### src/rtl/sd_card_cmd.sv
// Card-side SD CMD-line engine: receives 48-bit host commands (CRC7/framing
// checked) and transmits 48-bit responses after a programmable N_CR gap.
module sd_card_cmd #(
    parameter int NCR = 2
) (
    input  logic        sd_clk,
    input  logic        rstn,
    input  logic        cmd_i,
    output logic        cmd_o,
    output logic        cmd_oe,
    output logic        rx_valid,
    output logic [5:0]  rx_idx,
    output logic [31:0] rx_arg,
    output logic        rx_crc_err,
    input  logic        resp_req,
    input  logic [5:0]  resp_idx,
    input  logic [31:0] resp_arg,
    output logic        resp_busy,
    output logic        resp_done,
    output logic [1:0]  dbg_state
);

    typedef enum logic [1:0] {S_IDLE, S_RX, S_NCR, S_TX} state_t;

    state_t      state_q, state_d;
    logic [6:0]  cnt_q;
    logic [45:0] sr_q;
    logic [6:0]  crc_q;
    logic        accept, rx_start, rx_last, ncr_last, tx_last;
    logic        tx_bit;

    function automatic logic [6:0] crc_next(input logic [6:0] c, input logic b);
        logic fb;
        fb = c[6] ^ b;
        return {c[5:0], 1'b0} ^ (fb ? 7'h09 : 7'h00);
    endfunction

    assign dbg_state = state_q;

    always_ff @(posedge sd_clk or negedge rstn) begin
        if (!rstn) state_q <= S_IDLE;
        else       state_q <= state_d;
    end

    always_comb begin
        state_d  = state_q;
        accept   = 1'b0;
        rx_start = 1'b0;
        rx_last  = 1'b0;
        ncr_last = 1'b0;
        tx_last  = 1'b0;
        case (state_q)
            S_IDLE: begin
                // A response request wins over a simultaneous start bit.
                if (resp_req) begin
                    accept  = 1'b1;
                    state_d = S_NCR;
                end else if (!cmd_i) begin
                    rx_start = 1'b1;
                    state_d  = S_RX;
                end
            end
            S_RX: if (cnt_q == 7'd47) begin
                rx_last = 1'b1;
                state_d = S_IDLE;
            end
            S_NCR: if (cnt_q == 7'd0) begin
                ncr_last = 1'b1;
                state_d  = S_TX;
            end
            S_TX: if (cnt_q == 7'd47) begin
                tx_last = 1'b1;
                state_d = S_IDLE;
            end
            default: state_d = S_IDLE;
        endcase
    end

    // cnt_q in TX holds the index of the bit currently on the pad.
    always_comb begin
        if (cnt_q < 7'd39)      tx_bit = sr_q[45];
        else if (cnt_q < 7'd46) tx_bit = crc_q[6];
        else                    tx_bit = 1'b1;
    end

    always_ff @(posedge sd_clk or negedge rstn) begin
        if (!rstn) begin
            cnt_q      <= '0;
            sr_q       <= '0;
            crc_q      <= '0;
            cmd_o      <= 1'b1;
            cmd_oe     <= 1'b0;
            rx_valid   <= 1'b0;
            rx_idx     <= '0;
            rx_arg     <= '0;
            rx_crc_err <= 1'b0;
            resp_busy  <= 1'b0;
            resp_done  <= 1'b0;
        end else begin
            rx_valid  <= 1'b0;
            resp_done <= 1'b0;
            case (state_q)
                S_IDLE: begin
                    if (accept) begin
                        sr_q      <= {1'b0, resp_idx, resp_arg, 7'b0};
                        cnt_q     <= 7'(NCR);
                        crc_q     <= '0;
                        resp_busy <= 1'b1;
                    end else if (rx_start) begin
                        cnt_q <= 7'd1;
                        crc_q <= '0;
                    end
                end
                S_RX: begin
                    sr_q  <= {sr_q[44:0], cmd_i};
                    cnt_q <= cnt_q + 7'd1;
                    if (cnt_q <= 7'd39) crc_q <= crc_next(crc_q, cmd_i);
                    // sr_q now holds bits 1..46; cmd_i is the end bit.
                    if (rx_last) begin
                        rx_valid   <= 1'b1;
                        rx_idx     <= sr_q[44:39];
                        rx_arg     <= sr_q[38:7];
                        rx_crc_err <= (sr_q[6:0] != crc_q) | ~sr_q[45] | ~cmd_i;
                    end
                end
                S_NCR: begin
                    cnt_q <= cnt_q - 7'd1;
                    if (ncr_last) begin
                        cmd_oe <= 1'b1;
                        cmd_o  <= 1'b0;
                        cnt_q  <= '0;
                    end
                end
                S_TX: begin
                    if (tx_last) begin
                        cmd_oe    <= 1'b0;
                        cmd_o     <= 1'b1;
                        resp_busy <= 1'b0;
                        resp_done <= 1'b1;
                    end else begin
                        cmd_o <= tx_bit;
                        cnt_q <= cnt_q + 7'd1;
                        if (cnt_q < 7'd39) begin
                            sr_q  <= {sr_q[44:0], 1'b0};
                            crc_q <= crc_next(crc_q, sr_q[45]);
                        end else if (cnt_q < 7'd46) begin
                            crc_q <= {crc_q[5:0], 1'b0};
                        end
                    end
                end
                default: ;
            endcase
        end
    end

endmodule
### config.mk
export PLATFORM = sky130hd
export DESIGN_NAME = sd_card_cmd
export DESIGN_NICKNAME = d
export VERILOG_FILES = /design/src/rtl/sd_card_cmd.sv
export SDC_FILE = /design/constraint.sdc
export NUM_CORES = 1
export LEC_CHECK = 0
export CAP_MARGIN = 25
export CORE_ASPECT_RATIO = 0.6
export CORE_MARGIN = 3
export CORE_UTILIZATION = 35
export CTS_CLUSTER_DIAMETER = 120
export DETAILED_ROUTE_END_ITERATION = 7
export DONT_BUFFER_PORTS = 1
export MAX_ROUTING_LAYER = met4
export PLACE_DENSITY_LB_ADDON = 0.15
export SLEW_MARGIN = 40
export SYNTH_ARGS = -nofsm -noshare
export SYNTH_HDL_FRONTEND = slang
export SYNTH_SLANG_ARGS = --single-unit
### constraint.sdc
create_clock -name sd_clk -period 2 [get_ports sd_clk]
set_clock_uncertainty 0.1 [all_clocks]
set_input_delay 0.2 -clock sd_clk [delete_from_list [all_inputs] [get_ports sd_clk]]
set_output_delay 0.2 -clock sd_clk [all_outputs]
set_load 0.02 [all_outputs]
# == Word-level counts from Yosys, hierarchy flattened ==
# Index checks and enable logic that the tools add are counted.
# word_totals
output_inout_bits,46
reg_bits,106
# op_classes
muxes,47
bitwise,8
n_eq_ne,16
n_addsub,2
reduce_logical,14
order_cmp,3
# op_table
op,count
$mux W46,3
$pmux W46 S3,1
$mux W7,10
$pmux W7 S4,1
$mux W1,21
$pmux W7 S3,1
$lt A7 B6 Y1 const B,2
$ne A2 B2 Y1 const B,7
$xor A7 B4 Y7,2
$ne A3 B3 Y1 const B,3
$reduce_and A3 Y1,3
$mux W2,4
$mux W4,2
$add A7 B1 Y7 const B,1
$eq A7 B6 Y1 const B,1
$le A7 B6 Y1 const B,1
$logic_not A7 Y1,1
$ne A7 B7 Y1,1
$sub A7 B1 Y7 const B,1
$pmux W1 S2,3
$pmux W2 S3,1
$reduce_and A2 Y1,3
$reduce_and A5 Y1,1
$eq A2 B2 Y1 const B,2
10 further kinds,14

# == Longest topological paths before layout ==
# Gate-level depths: netlist of the first run.
# logic_depth
word_depth,6
ltp_mapped,7

# == Worst setup path after synthesis of the first run ==
# OpenSTA, ideal clock, no wires.
# synth_path
kind,register -> register
startpoint,"reg state_q[0], in the netlist dbg_state[0]"
endpoint,reg sr_q[34]
stages_incl_launch_ff,6
synth_period_minus_slack_ps,2002
t_arrival_ps,1776
slack_ps,-2
cell_sequence,dfrtp_1 > buf_4 > buf_2 > clkbuf_1 > mux2_2 > mux2_4
# synth_between
elab_chain_len,4
elab_cells_between_ends,11
cone_classes,eq/ne: 5; mux: 3; reduce/logical: 3
# synth_lines
item,line,rtl
"start, declared",25,"state_t state_q, state_d;"
"start signal, assigned",42,else state_q <= state_d;
$eq A2 B2 Y1 or $logic_not A2 Y1 (tied branches),"52, 102",
$mux W1,52,case (state_q)
$ne A2 B2 Y1 (no line),-,
$reduce_and A4 Y1 (no line),-,
"end signal, assigned",105,"sr_q <= {1'b0, resp_idx, resp_arg, 7'b0};"
"end signal, assigned",115,"sr_q <= {sr_q[44:0], cmd_i};"
"end signal, assigned",144,"sr_q <= {sr_q[44:0], 1'b0};"
"end, declared",27,logic [45:0] sr_q;
# Parallel ways exist; a longest one is shown, timed or not.
# A chain may end at the register's enable or synchronous reset.

# == Final worst setup path of the first run ==
# layout_path
startpoint,reg cnt_q[0]
endpoint,reg sr_q[44]
# layout_between
elab_chain_len,5
elab_cells_between_ends,7
cone_classes,order compare: 1; eq/ne: 3; mux: 2; reduce/logical: 1
# layout_lines
item,line,rtl
"start, declared",26,logic [6:0] cnt_q;
"start signal, assigned",106,cnt_q <= 7'(NCR);
"start signal, assigned",116,cnt_q <= cnt_q + 7'd1;
"start signal, assigned",127,cnt_q <= cnt_q - 7'd1;
"parallel branches: the longest is 4 deep, another holds $lt A7 B6 Y1",-,
$reduce_and A4 Y1 (no line) *,-,
# Mark *: on every way between the ends.

==> summary.txt, run 1 <==
Run status
  – Run status: finished, violations left
  – Violated checks: hold timing

Logic synthesis
  – Syn_area_per_cell: 13.1 um2
  – Mapped Nets: 446
  – Seq/Total Area, Yosys: 0.505
  – Post-synth EDFFs: 0
  – Synth warn: 0
  – Top cells by area, synth: dfrtp_1, mux2_2, mux2_4
  – Top_reg_cell synth: dfrtp_1
  – Synth Area in XOR/XNOR: 0.0200
  – Post-Synthesis Cells: 401
  – Mux share of post-synthesis cell area: 0.287
  – Post-Synth Adder-Cell Area: 0.00714
  – Cell Area, Synth: 5260 um2
  – Seq cells post-synth: 106
  – Synth Area in Compound Gates: 0.0719
  – Yosys top cell area share: 0.500
  – Main combinational cell family by area after synthesis: multiplexers
  – Count of cell types in the netlist: 50
  – Post-synth ARST share: 1.00
  – Cell taking the most area after synthesis: dfrtp_1
  – Post-synthesis simple-gate area fraction: 0.0612

Timing
  – Hold Slack: -0.551 ns
  – Final WS setup: 0.0287 ns
  – Setup violations, final: 0
  – Worst-Margin Slew: 0.479 ns
  – Final Hold Viols: 106
  – Tmin final: 1.97 ns
  – Maximum clock frequency: 507 MHz
  – Setup repair after global routing missed its margin: true
  – Slew HR: 0.680
  – Final period util: 0.986
  – Sum Neg Setup Slack: 0 ns
  – Slew Limit Fails: 0

Route
  – DRT Pass-1 Iters: 4
  – First DRT Iteration DRCs: 325
  – Final WL: 11800 um
  – DRC: 0
  – Vias after detailed routing: 3170
  – DRT antenna net count: 0
  – Drt via density: 4.98
  – Wire per inst: 18.5 um

Clocking
  – Clock Tree Root: clkbuf_16
  – CTS Buffer Depth: 2
  – CTS tree: yes
  – Post-CTS Hold Fix Bufs: 2
  – CTS H-tree depth: 3
  – Clk sinks: 106
  – CTS Buf Count: 9
  – Worst-Skew Late Latency: 0.34 ns
  – CTS clk-pin slew, worst paths: 0.07 ns

Placement
  – Pre-CTS setup slack: -0.0656 ns
  – Number of port buffers: 0
  – Dpl hpwl: 8060 um
  – GPL Wtd Cong: 0.862
  – Placed Area: 5650 um2
  – Inst Count DP: 611

Min path
  – Worst Hold Class: primary input to asynchronous set/reset pin

Finish
  – Layout Nets: 476
  – Share of post-route cells with drive strength above 1: 0.468
  – Most frequent cells in the layout: dfrtp_1, mux2_2, buf_4
  – Area Overhead vs Synth: 16.3%
  – Post-Layout Cell Count: 636
  – Cell area after layout: 6110 um2
  – Commonest non-fill, non-tap cell in the layout: dfrtp_1
  – Core Util, Final: 0.419

Global route
  – First-pass GRT wire length: 18900 um
  – Gr ovfl total: 0
  – Vias in the first global route: 3248
  – Largest net degree at the start of global routing: 107
  – Aggregate global-route resource usage: 0.151
  – Initial antenna violation count: 2

Pwr
  – Pwr dens: 1650 nW/um2
  – Leak: 0.00287 uW
  – VDD IR max: 606 uV

Setup path
  – Critical path's slowest cell: dfrtp_1
  – CP bufs+invs: 2
  – Critical path depth: 7
  – Setup crit start kind: flip-flop
  – Setup CP Type: flip-flop to flip-flop
  – Register-to-Register Path Depth: 7
  – Most used cell, CP: buf_4
  – Crit path cell chain: and3_4, o31a_4, o21ai_2, a21o_4, buf_4, buf_4, mux2_4
  – Arrival @ worst endpoint: 2.10 ns
  – CP Capture Type: flip-flop
  – Crit path max fanout: 6
  – Worst endpoint required time: 2.13 ns
  – Delay-heaviest family, CP: compound AO/OA/AOI/OAI gates
  – CP peak stage delay: 0.41 ns

Die
  – Ports: 88
  – Chip height: 101 um
  – Die ar.: 16600 um2
  – Core area: 14600 um2
  – Row count: 34
  – Starting Density: 0.360
  – Overall die width: 164 um

Flow run
  – Max-cap violations: 0
[layer usage]
metal | global-route usage | share of wire | vias up
li1 | - | - | 1500
met1 | 0.228 | 0.53 | 1590
met2 | 0.193 | 0.40 | 78
met3 | 0.0530 | 0.069 | 2
met4 | 0.0253 | 0.0026 | 0
met5 | - | 0 | -
[metrics by stage]
step | power (uW) | hold WS, ns
2_1_floorplan | 6990 | -0.196
3_3_place_gp | 7880 | -0.191
3_5_place_dp | 7970 | -0.192
4_1_cts | 9820 | -0.567
5_1_grt | 10700 | -0.578
6_report | 10100 | -0.551
[cell families after synthesis]
logic type                 after synthesis
DFF                                    106
adders and majority gates                3
AOI/OAI and AO/OA                       50
buffers and inverters                   43
and+or+nand+nor                         63
xor gates and xnor gates                12
muxes                                  124
[layout make-up]
type / count / area, um2
diodes: 2 / 5.00
clock buffers: 9 / 225
clock inverters: 7 / 67.6
fillers: 1360 / 8480
inverters: 17 / 63.8
multi-input cells: 252 / 2420
flip-flops and latches: 106 / 2660
well taps: 198 / 248
repair buffers: 45 / 422
[registers in the layout (all words and copies together), names as in the netlist]
name / count
cmd_o: 1
cmd_oe: 1
cnt_q: 7
crc_q: 7
dbg_state: 2
resp_busy: 1
resp_done: 1
rx_arg: 32
rx_crc_err: 1
rx_idx: 6
rx_valid: 1
sr_q: 46
[power breakdown]
group / switching (uW) / internal (uW) / total [uW]
Combinational: 2010 / 2910 / 4920
Sequential: 655 / 2760 / 3410
Clock: 856 / 879 / 1740
[repair_timing]
| item | 4_1_cts | 5_1_grt |
|---|---|---|
| buffers inserted | 0 | 4 |
| setup endpoints to repair | 34 | 80 |
| cloned | 0 | 1 |
| endpoints found under the hold margin | 108 | 106 |
| resized for setup | 3 | 16 |
| pin swaps | 1 | 1 |
[path summary, 6_finish.rpt]
| check | to | start | slack (ns) |
|---|---|---|---|
| hold / removal | cnt_q[2] | rstn | -0.55 |
| hold reg to reg | rx_idx[3] | sr_q[42] | 0.44 |
| min in group sd_clk | dbg_state[0] | cmd_i | 0.02 |
| max in group asynchronous | sr_q[18] | rstn | 2.14 |
| setup / recovery | sr_q[44] | cnt_q[0] | 0.03 |
| setup reg to reg | sr_q[44] | cnt_q[0] | 0.03 |
[worst register-to-register path, stage by stage (launching register included)]
cell     delay (ns)
dfrtp_1        0.41
and3_4         0.20
o31a_4         0.28
o21ai_2        0.12
a21o_4         0.22
buf_4          0.14
buf_4          0.11
mux2_4         0.28
[cells in the mapped netlist, types with 5 or more instances]
master    number
xnor2_1        8
a21bo_2        5
nor2_1        11
o21ai_0       10
dfrtp_1      105
buf_2         10
nand2_1       19
clkbuf_1       7
inv_1         17
nand4_1        8
nand3_1        6
mux2i_1        8
mux2_2        84
a21oi_1       10
nor3_1         5
a221oi_1       5
mux2_4        32
(Power assumes the default switching activity.)
==> run 2: changes to the inputs <==
PLACE_DENSITY = 0.58   (was default)
PLACE_DENSITY_LB_ADDON = default   (was 0.15)
clock period = 1.8 ns   (was 2 ns; I/O delays follow)
==> run 2 against run 1 <==
  * The run ends with hold timing, setup timing left
  * Sequential power rose by 11%
  * Design area rose by 11%
  * Global-route usage rose by 1.4 points
  * Critical path type unchanged
  * Critical endpoint is now sr_q[42]
  * Setup slack got worse by 0.19 ns
==> summary.txt, run 2 (synthesis results as in run 1) <==
Setup path
  – Crit path max fanout: 23 (+17)
  – Setup CP Type: flip-flop to flip-flop
  – Worst endpoint required time: 1.93 ns (-0.20 ns)
  – CP Launch Point: cnt_q[0]
  – Arrival @ worst endpoint: 2.09 ns (about the same)
  – CP Capture Type: flip-flop
  – Setup crit start kind: flip-flop
  – R2R Path Start: cnt_q[0]

Timing
  – Worst-Margin Slew: 0.492 ns (+0.0129 ns)
  – Slew Limit Fails: 0 (unchanged)
  – Hold Slack: -0.572 ns (-0.0212 ns)
  – Final period util: 1.09 (+0.102)
  – Tmin final: 1.96 ns (-0.0134 ns)
  – Final WS setup: -0.158 ns (-0.187 ns)
  – Maximum clock frequency: 511 MHz (+0.68%)
  – Final Hold Viols: 106 (unchanged)
  – Slew HR: 0.669 (-0.0116)
  – Setup repair after global routing missed its margin: true
  – Setup violations, final: 85 (+85)

Finish
  – Most frequent cells in the layout: dfrtp_1, mux2_4, mux2_2
  – Share of post-route cells with drive strength above 1: 0.506 (+0.0385)
  – Biggest regs: sr_q x46, rx_arg x32
  – Area Overhead vs Synth: 28.9%
  – Top reg by flops: sr_q
  – Commonest non-fill, non-tap cell in the layout: dfrtp_1
  – Number of fill cells: 1263 (-7.1%)
  – Layout Nets: 512 (+7.6%)
  – Ant. Diodes: 0 (-2)
  – Cell area after layout: 6780 um2 (+11%)
  – Max FFs per register: 46 (unchanged)

Die
  – Core area: 14600 um2 (unchanged)
  – Overall die width: 164 um (unchanged)
  – Die ar.: 16600 um2 (unchanged)
  – Ports: 88 (unchanged)
  – Chip height: 101 um (unchanged)
  – Starting Density: 0.360 (unchanged)
  – Row count: 34 (unchanged)

Route
  – DRC: 0 (unchanged)
  – DRT Pass-1 Iters: 4 (unchanged)
  – First DRT Iteration DRCs: 200 (-38%)
  – DRT antenna net count: 0 (unchanged)
  – Vias after detailed routing: 3383 (+6.7%)
  – Final WL: 12900 um (+10%)
  – Drt via density: 5.05 (+1.3%)
  – Wire per inst: 19.3 um (+4.5%)

Pwr
  – Cell Int Power: 7900 uW (+21%)
  – Pwr dens: 1770 nW/um2 (+7.5%)
  – Switching Fraction: 0.341 (-0.00825)
  – Switching power: 4100 uW (+16%)
  – Leak: 0.00322 uW (+12%)
  – VDD IR max: 780 uV (+29%)
  – Clk pwr share: 0.171 (about the same)
  – Combinational power share: 0.514 (+0.025)
  – Reg power frac: 0.315 (-0.024)

Clocking
  – CTS Buf Count: 9 (unchanged)
  – Worst-Skew Late Latency: 0.34 ns (about the same)
  – Clock Tree Root: clkbuf_16
  – CTS H-tree depth: 3 (unchanged)
  – Clk sinks: 106 (unchanged)
  – CTS Buffer Depth: 2 (unchanged)
  – CTS tree: yes
  – CTS clk-pin slew, worst paths: 0.07 ns (about the same)

Global route
  – First-pass GRT wire length: 20300 um (+7.2%)
  – Largest net degree at the start of global routing: 107 (unchanged)
  – Aggregate global-route resource usage: 0.165 (+0.0141)
  – Vias in the first global route: 3513 (+8.2%)
  – Initial antenna violation count: 0 (-2)
  – Gr ovfl total: 0 (unchanged)

Placement
  – Number of port buffers: 0 (unchanged)
  – GPL Wtd Cong: 0.851 (-1.3%)
  – Placed Area: 5730 um2 (+1.4%)
  – Dpl hpwl: 7980 um (-1.1%)
  – Pre-CTS setup slack: -0.162 ns (-0.0964 ns)

Min path
  – Worst Hold Class: primary input to asynchronous set/reset pin

Run status
  – Violated checks: hold timing, setup timing
  – Run status: finished, violations left

Flow run
  – Max-cap violations: 0 (unchanged)
==> run 2: cell types whose count changed in the layout (fill, tap and decap cells not counted), sizes merged <==
cell	before	now
inv	21	18
clkinvlp	0	1
diode	2	0
clkinv	3	2
buf	42	65
bufinv	0	1
dlygate4sd3	2	16
clkbuf	10	11
==> run 2: worst max-delay path: stages, from the launching register on <==
cell,delay (ns)
dfrtp_1,0.41
and3_4,0.19
o31a_4,0.28
o21ai_2,0.13
a21o_4,0.18
buf_12,0.21
mux2_4,0.32
==> run 2: final cells by class <==
class | count | area, um2 | area share
Sequential cell | 106 | 2660 | 0.392
Multi-Input combinational cell | 252 | 2620 | 0.387
Timing Repair Buffer | 81 | 870 | 0.128
Clock buffer | 11 | 253 | 0.0373
Tap cell | 198 | 248 | 0.0366
Inverter | 17 | 68.8 | 0.0102
Clock inverter | 5 | 60.1 | 0.00886
==> run 2: power groups by stage <==
stage / clock (uW) / sequential, uW / combinational (uW)
after detailed placement: 0 / 3780 / 5080
final: 2060 / 3780 / 6170
after CTS: 2100 / 3760 / 5940
after global placement: 0 / 3770 / 4980
after global routing: 2200 / 3880 / 6610
after floorplan: 0 / 3540 / 4250
==> run 2: per-layer routing <==
layer | wire length [um] | track usage | vias to the layer above
met3 | 776 | 0.0497 | 11
met2 | 5610 | 0.228 | 79
met4 | 180 | 0.0481 | 0
met1 | 6360 | 0.232 | 1725
met5 | 0 | - | -
li1 | - | - | 1568
==> run 2: worst paths after layout <==
kind | end | slack (ns) | cells after the start
worst max-delay path | sr_q[42] | -0.16 | 6
worst min-delay path | rx_idx[2] | -0.57 | 0
worst max register to register | sr_q[42] | -0.16 | 6
worst min register to register | rx_arg[23] | 0.43 | 1
max in group asynchronous | cmd_o | 1.90 | 0
min in group sd_clk | sr_q[41] | 0.01 | 2
==> run 2: per-stage QoR <==
step / total power [uW] / std cells / util / setup TNS [ns]
finish: 12000 / 670 / 0.465 / -7.40
global route: 12700 / 670 / 0.465 / -13.64
CTS: 11800 / 662 / 0.456 / -6.71
detailed placement: 8860 / 619 / 0.393 / -10.76
global placement: 8750 / 619 / 0.393 / -9.08
floorplan: 7780 / 401 / - / -5.53
==> run 2: what timing repair did <==
item / CTS / global route
resized for setup: 67 / 14
hold buffers: 13 / 3
endpoints found under the hold margin: 120 / 109
pin swaps: 8 / 10
cloned: 5 / 0
buffers inserted: 11 / 6
setup endpoints to repair: 97 / 101
==> run 3: changes to the inputs <==
CAP_MARGIN = 20   (was 25)
CTS_BUF_LIST = sky130_fd_sc_hd__clkbuf_4   (was default)
==> run 3 against run 2 <==
  * The run still ends with hold timing, setup timing left
  * Design area shrank 1.8%
  * Largest cell class unchanged
  * Critical endpoint is now sr_q[38]
  * Count of clock-buffer cells in the layout shrank 2
  * Maximum frequency shrank 0.60%
  * Setup slack lost 0.012 ns
  * Sequential share of layout area grew 0.74 points
  * Critical path type unchanged
  * Register-to-register slack is essentially flat
  * Die area is the same
  * Highest routed layer unchanged
==> summary.txt, run 3 (synthesis results as in run 1) <==
Run status
  – Run status: finished, violations left
  – Violated checks: hold timing, setup timing

Min path
  – Worst Hold Class: primary input to asynchronous set/reset pin

Route
  – Wire per inst: 18.5 um (-4.3%)
  – Vias after detailed routing: 3440 (+1.7%)
  – DRT antenna net count: 0 (unchanged)
  – First DRT Iteration DRCs: 186 (-7.0%)
  – Top sig layer: met4
  – DRC: 0 (unchanged)
  – Final WL: 12700 um (-1.6%)
  – Met1 WL: 6240 um (-1.9%)
  – Wire length on met2: 5500 um (-2.0%)
  – DR WL met3: 833 um (+7.3%)
  – DRT Pass-1 Iters: 4 (unchanged)
  – Drt via density: 4.99 (-1.1%)

Finish
  – Layout Nets: 530 (+3.5%)
  – Post-Layout Cell Count: 689 (+2.8%)
  – Top reg by flops: sr_q
  – Area Overhead vs Synth: 26.5%
  – Commonest non-fill, non-tap cell in the layout: dfrtp_1
  – Number of fill cells: 1297 (+2.7%)
  – Biggest regs: sr_q x46, rx_arg x32
  – Most frequent cells in the layout: dfrtp_1, mux2_2, buf_4
  – Share of post-route cells with drive strength above 1: 0.473 (-0.0329)
  – Max FFs per register: 46 (unchanged)

Timing
  – Worst-Margin Slew: 0.488 ns (-0.00471 ns)
  – Maximum clock frequency: 508 MHz (-0.60%)
  – Setup violations, final: 83 (-2.4%)
  – Slew HR: 0.672 (+0.00317)
  – Tmin final: 1.97 ns (+0.0118 ns)
  – Setup repair after global routing missed its margin: true
  – Slew Limit Fails: 0 (unchanged)
  – Hold Slack: -0.731 ns (-0.159 ns)
  – Final Hold Viols: 106 (unchanged)
  – Final period util: 1.09 (+0.00653)
  – Final WS setup: -0.170 ns (-0.0118 ns)

Placement
  – Number of port buffers: 0 (unchanged)
  – Dpl hpwl: 7980 um (unchanged)
  – Inst Count DP: 619 (unchanged)
  – Pre-CTS setup slack: -0.162 ns (unchanged)
  – GPL Wtd Cong: 0.851 (unchanged)

Setup path
  – Setup CP Type: flip-flop to flip-flop
  – Setup crit start kind: flip-flop
  – Worst endpoint required time: 2.07 ns (+0.14 ns)
  – Crit path max fanout: 23 (unchanged)
  – Crit path cell chain: and3_4, o31a_4, o21ai_2, a21o_4, buf_12, mux2_4
  – CP peak stage delay: 0.44 ns (+0.03 ns)
  – Arrival @ worst endpoint: 2.24 ns (+0.15 ns)
  – CP Capture Type: flip-flop
  – Critical path's slowest cell: dfrtp_1

Pwr
  – Pwr dens: 1670 nW/um2 (-5.5%)
  – Leak: 0.00311 uW (-3.6%)
  – VDD IR max: 734 uV (-5.8%)

Global route
  – Vias in the first global route: 3542 (+0.83%)
  – First-pass GRT wire length: 19900 um (-2.0%)
  – Aggregate global-route resource usage: 0.161 (-0.00442)
  – Initial antenna violation count: 1 (+1)
  – Largest net degree at the start of global routing: 107 (unchanged)
  – Gr ovfl total: 0 (unchanged)

Flow run
  – Max-cap violations: 0 (unchanged)

Die
  – Row count: 34 (unchanged)
  – Overall die width: 164 um (unchanged)
  – Core area: 14600 um2 (unchanged)
  – Ports: 88 (unchanged)
  – Chip height: 101 um (unchanged)
  – Starting Density: 0.360 (unchanged)
  – Die ar.: 16600 um2 (unchanged)

Clocking
  – Clk sinks: 106 (unchanged)
  – CTS Buf Count: 9 (unchanged)
  – CTS Buffer Depth: 2 (unchanged)
  – CTS tree: yes
  – CTS clk-pin slew, worst paths: 0.17 ns (+0.10 ns)
  – Worst-Skew Late Latency: 0.47 ns (+0.13 ns)
  – CTS H-tree depth: 3 (unchanged)
  – Clock Tree Root: clkbuf_4
  – Post-CTS Hold Fix Bufs: 40 (+27)
run 3: changes by cell type in the layout (fill, tap and decap cells not counted), moves of 2 or more:
cell	delta
mux2_4	-23
mux2i_1	-2
mux2_2	+23
buf_6	-2
clkbuf_8	-2
dlygate4sd3_1	+24
buf_16	-3
clkbuf_4	+9
clkinv_1	+2
mux2i_2	+2
buf_4	-2
clkbuf_16	-8
run 3: layer usage:
layer	vias up	track usage
met3	15	0.0484
met4	0	0.0416
met1	1714	0.222
met5	-	-
li1	1607	-
met2	104	0.230
run 3: area by class of cell:
type | instances | area (um2) | area share
Sequential cell | 106 | 2660 | 0.399
Multi-Input combinational cell | 252 | 2530 | 0.380
Timing Repair Buffer | 99 | 1010 | 0.153
Tap cell | 198 | 248 | 0.0372
Inverter | 17 | 68.8 | 0.0103
Clock buffer | 9 | 67.6 | 0.0102
Clock inverter | 7 | 67.6 | 0.0102
Antenna cell | 1 | 2.50 | 0.000376
run 3: final timing paths:
| path | cells after the start | start | slack, ns | to |
|---|---|---|---|---|
| max in group asynchronous | 0 | rstn | 2.04 | cmd_o |
| min | 0 | rstn | -0.73 | cnt_q[5] |
| min reg2reg | 1 | sr_q[17] | 0.46 | sr_q[17] |
| max reg2reg | 6 | cnt_q[0] | -0.17 | sr_q[38] |
| max | 6 | cnt_q[0] | -0.17 | sr_q[38] |
| min in group sd_clk | 4 | cmd_i | 0.04 | cnt_q[1] |
run 3: critical path: cells and delay by family, from the launching register on:
family / cells / cell delay, ns
DFF: 1 / 0.44
AOI/OAI and AO/OA: 3 / 0.59
muxes: 1 / 0.32
and+or+nand+nor: 1 / 0.19
buffers and inverters: 1 / 0.21
run 3: what timing repair did:
action,4_1_cts,5_1_grt
hold endpoints to repair,152,106
pin swaps,8,11
gates cloned,3,1
resized for setup,32,18
setup buffers,8,4
setup endpoints to repair,97,101
run 3: metrics by stage:
stage	TNS [ns]	hold slack (ns)	instance area [um2]	util	power [uW]
after global routing	-13.37	-0.776	6650	0.456	11800
after CTS	-9.46	-0.753	6560	0.450	10900
after global placement	-9.08	-0.209	5730	0.393	8750
after detailed placement	-10.76	-0.208	5730	0.393	8860
after floorplan	-5.53	-0.216	5270	-	7780
final	-8.36	-0.731	6650	0.456	11100
run 3: report_power, final:
part           leakage [uW]  internal [uW]  switching [uW]
combinational       0.00166           3650            2480
clock             0.0000714            421             819
sequential          0.00138           3060             707
total               0.00311           7130            4000
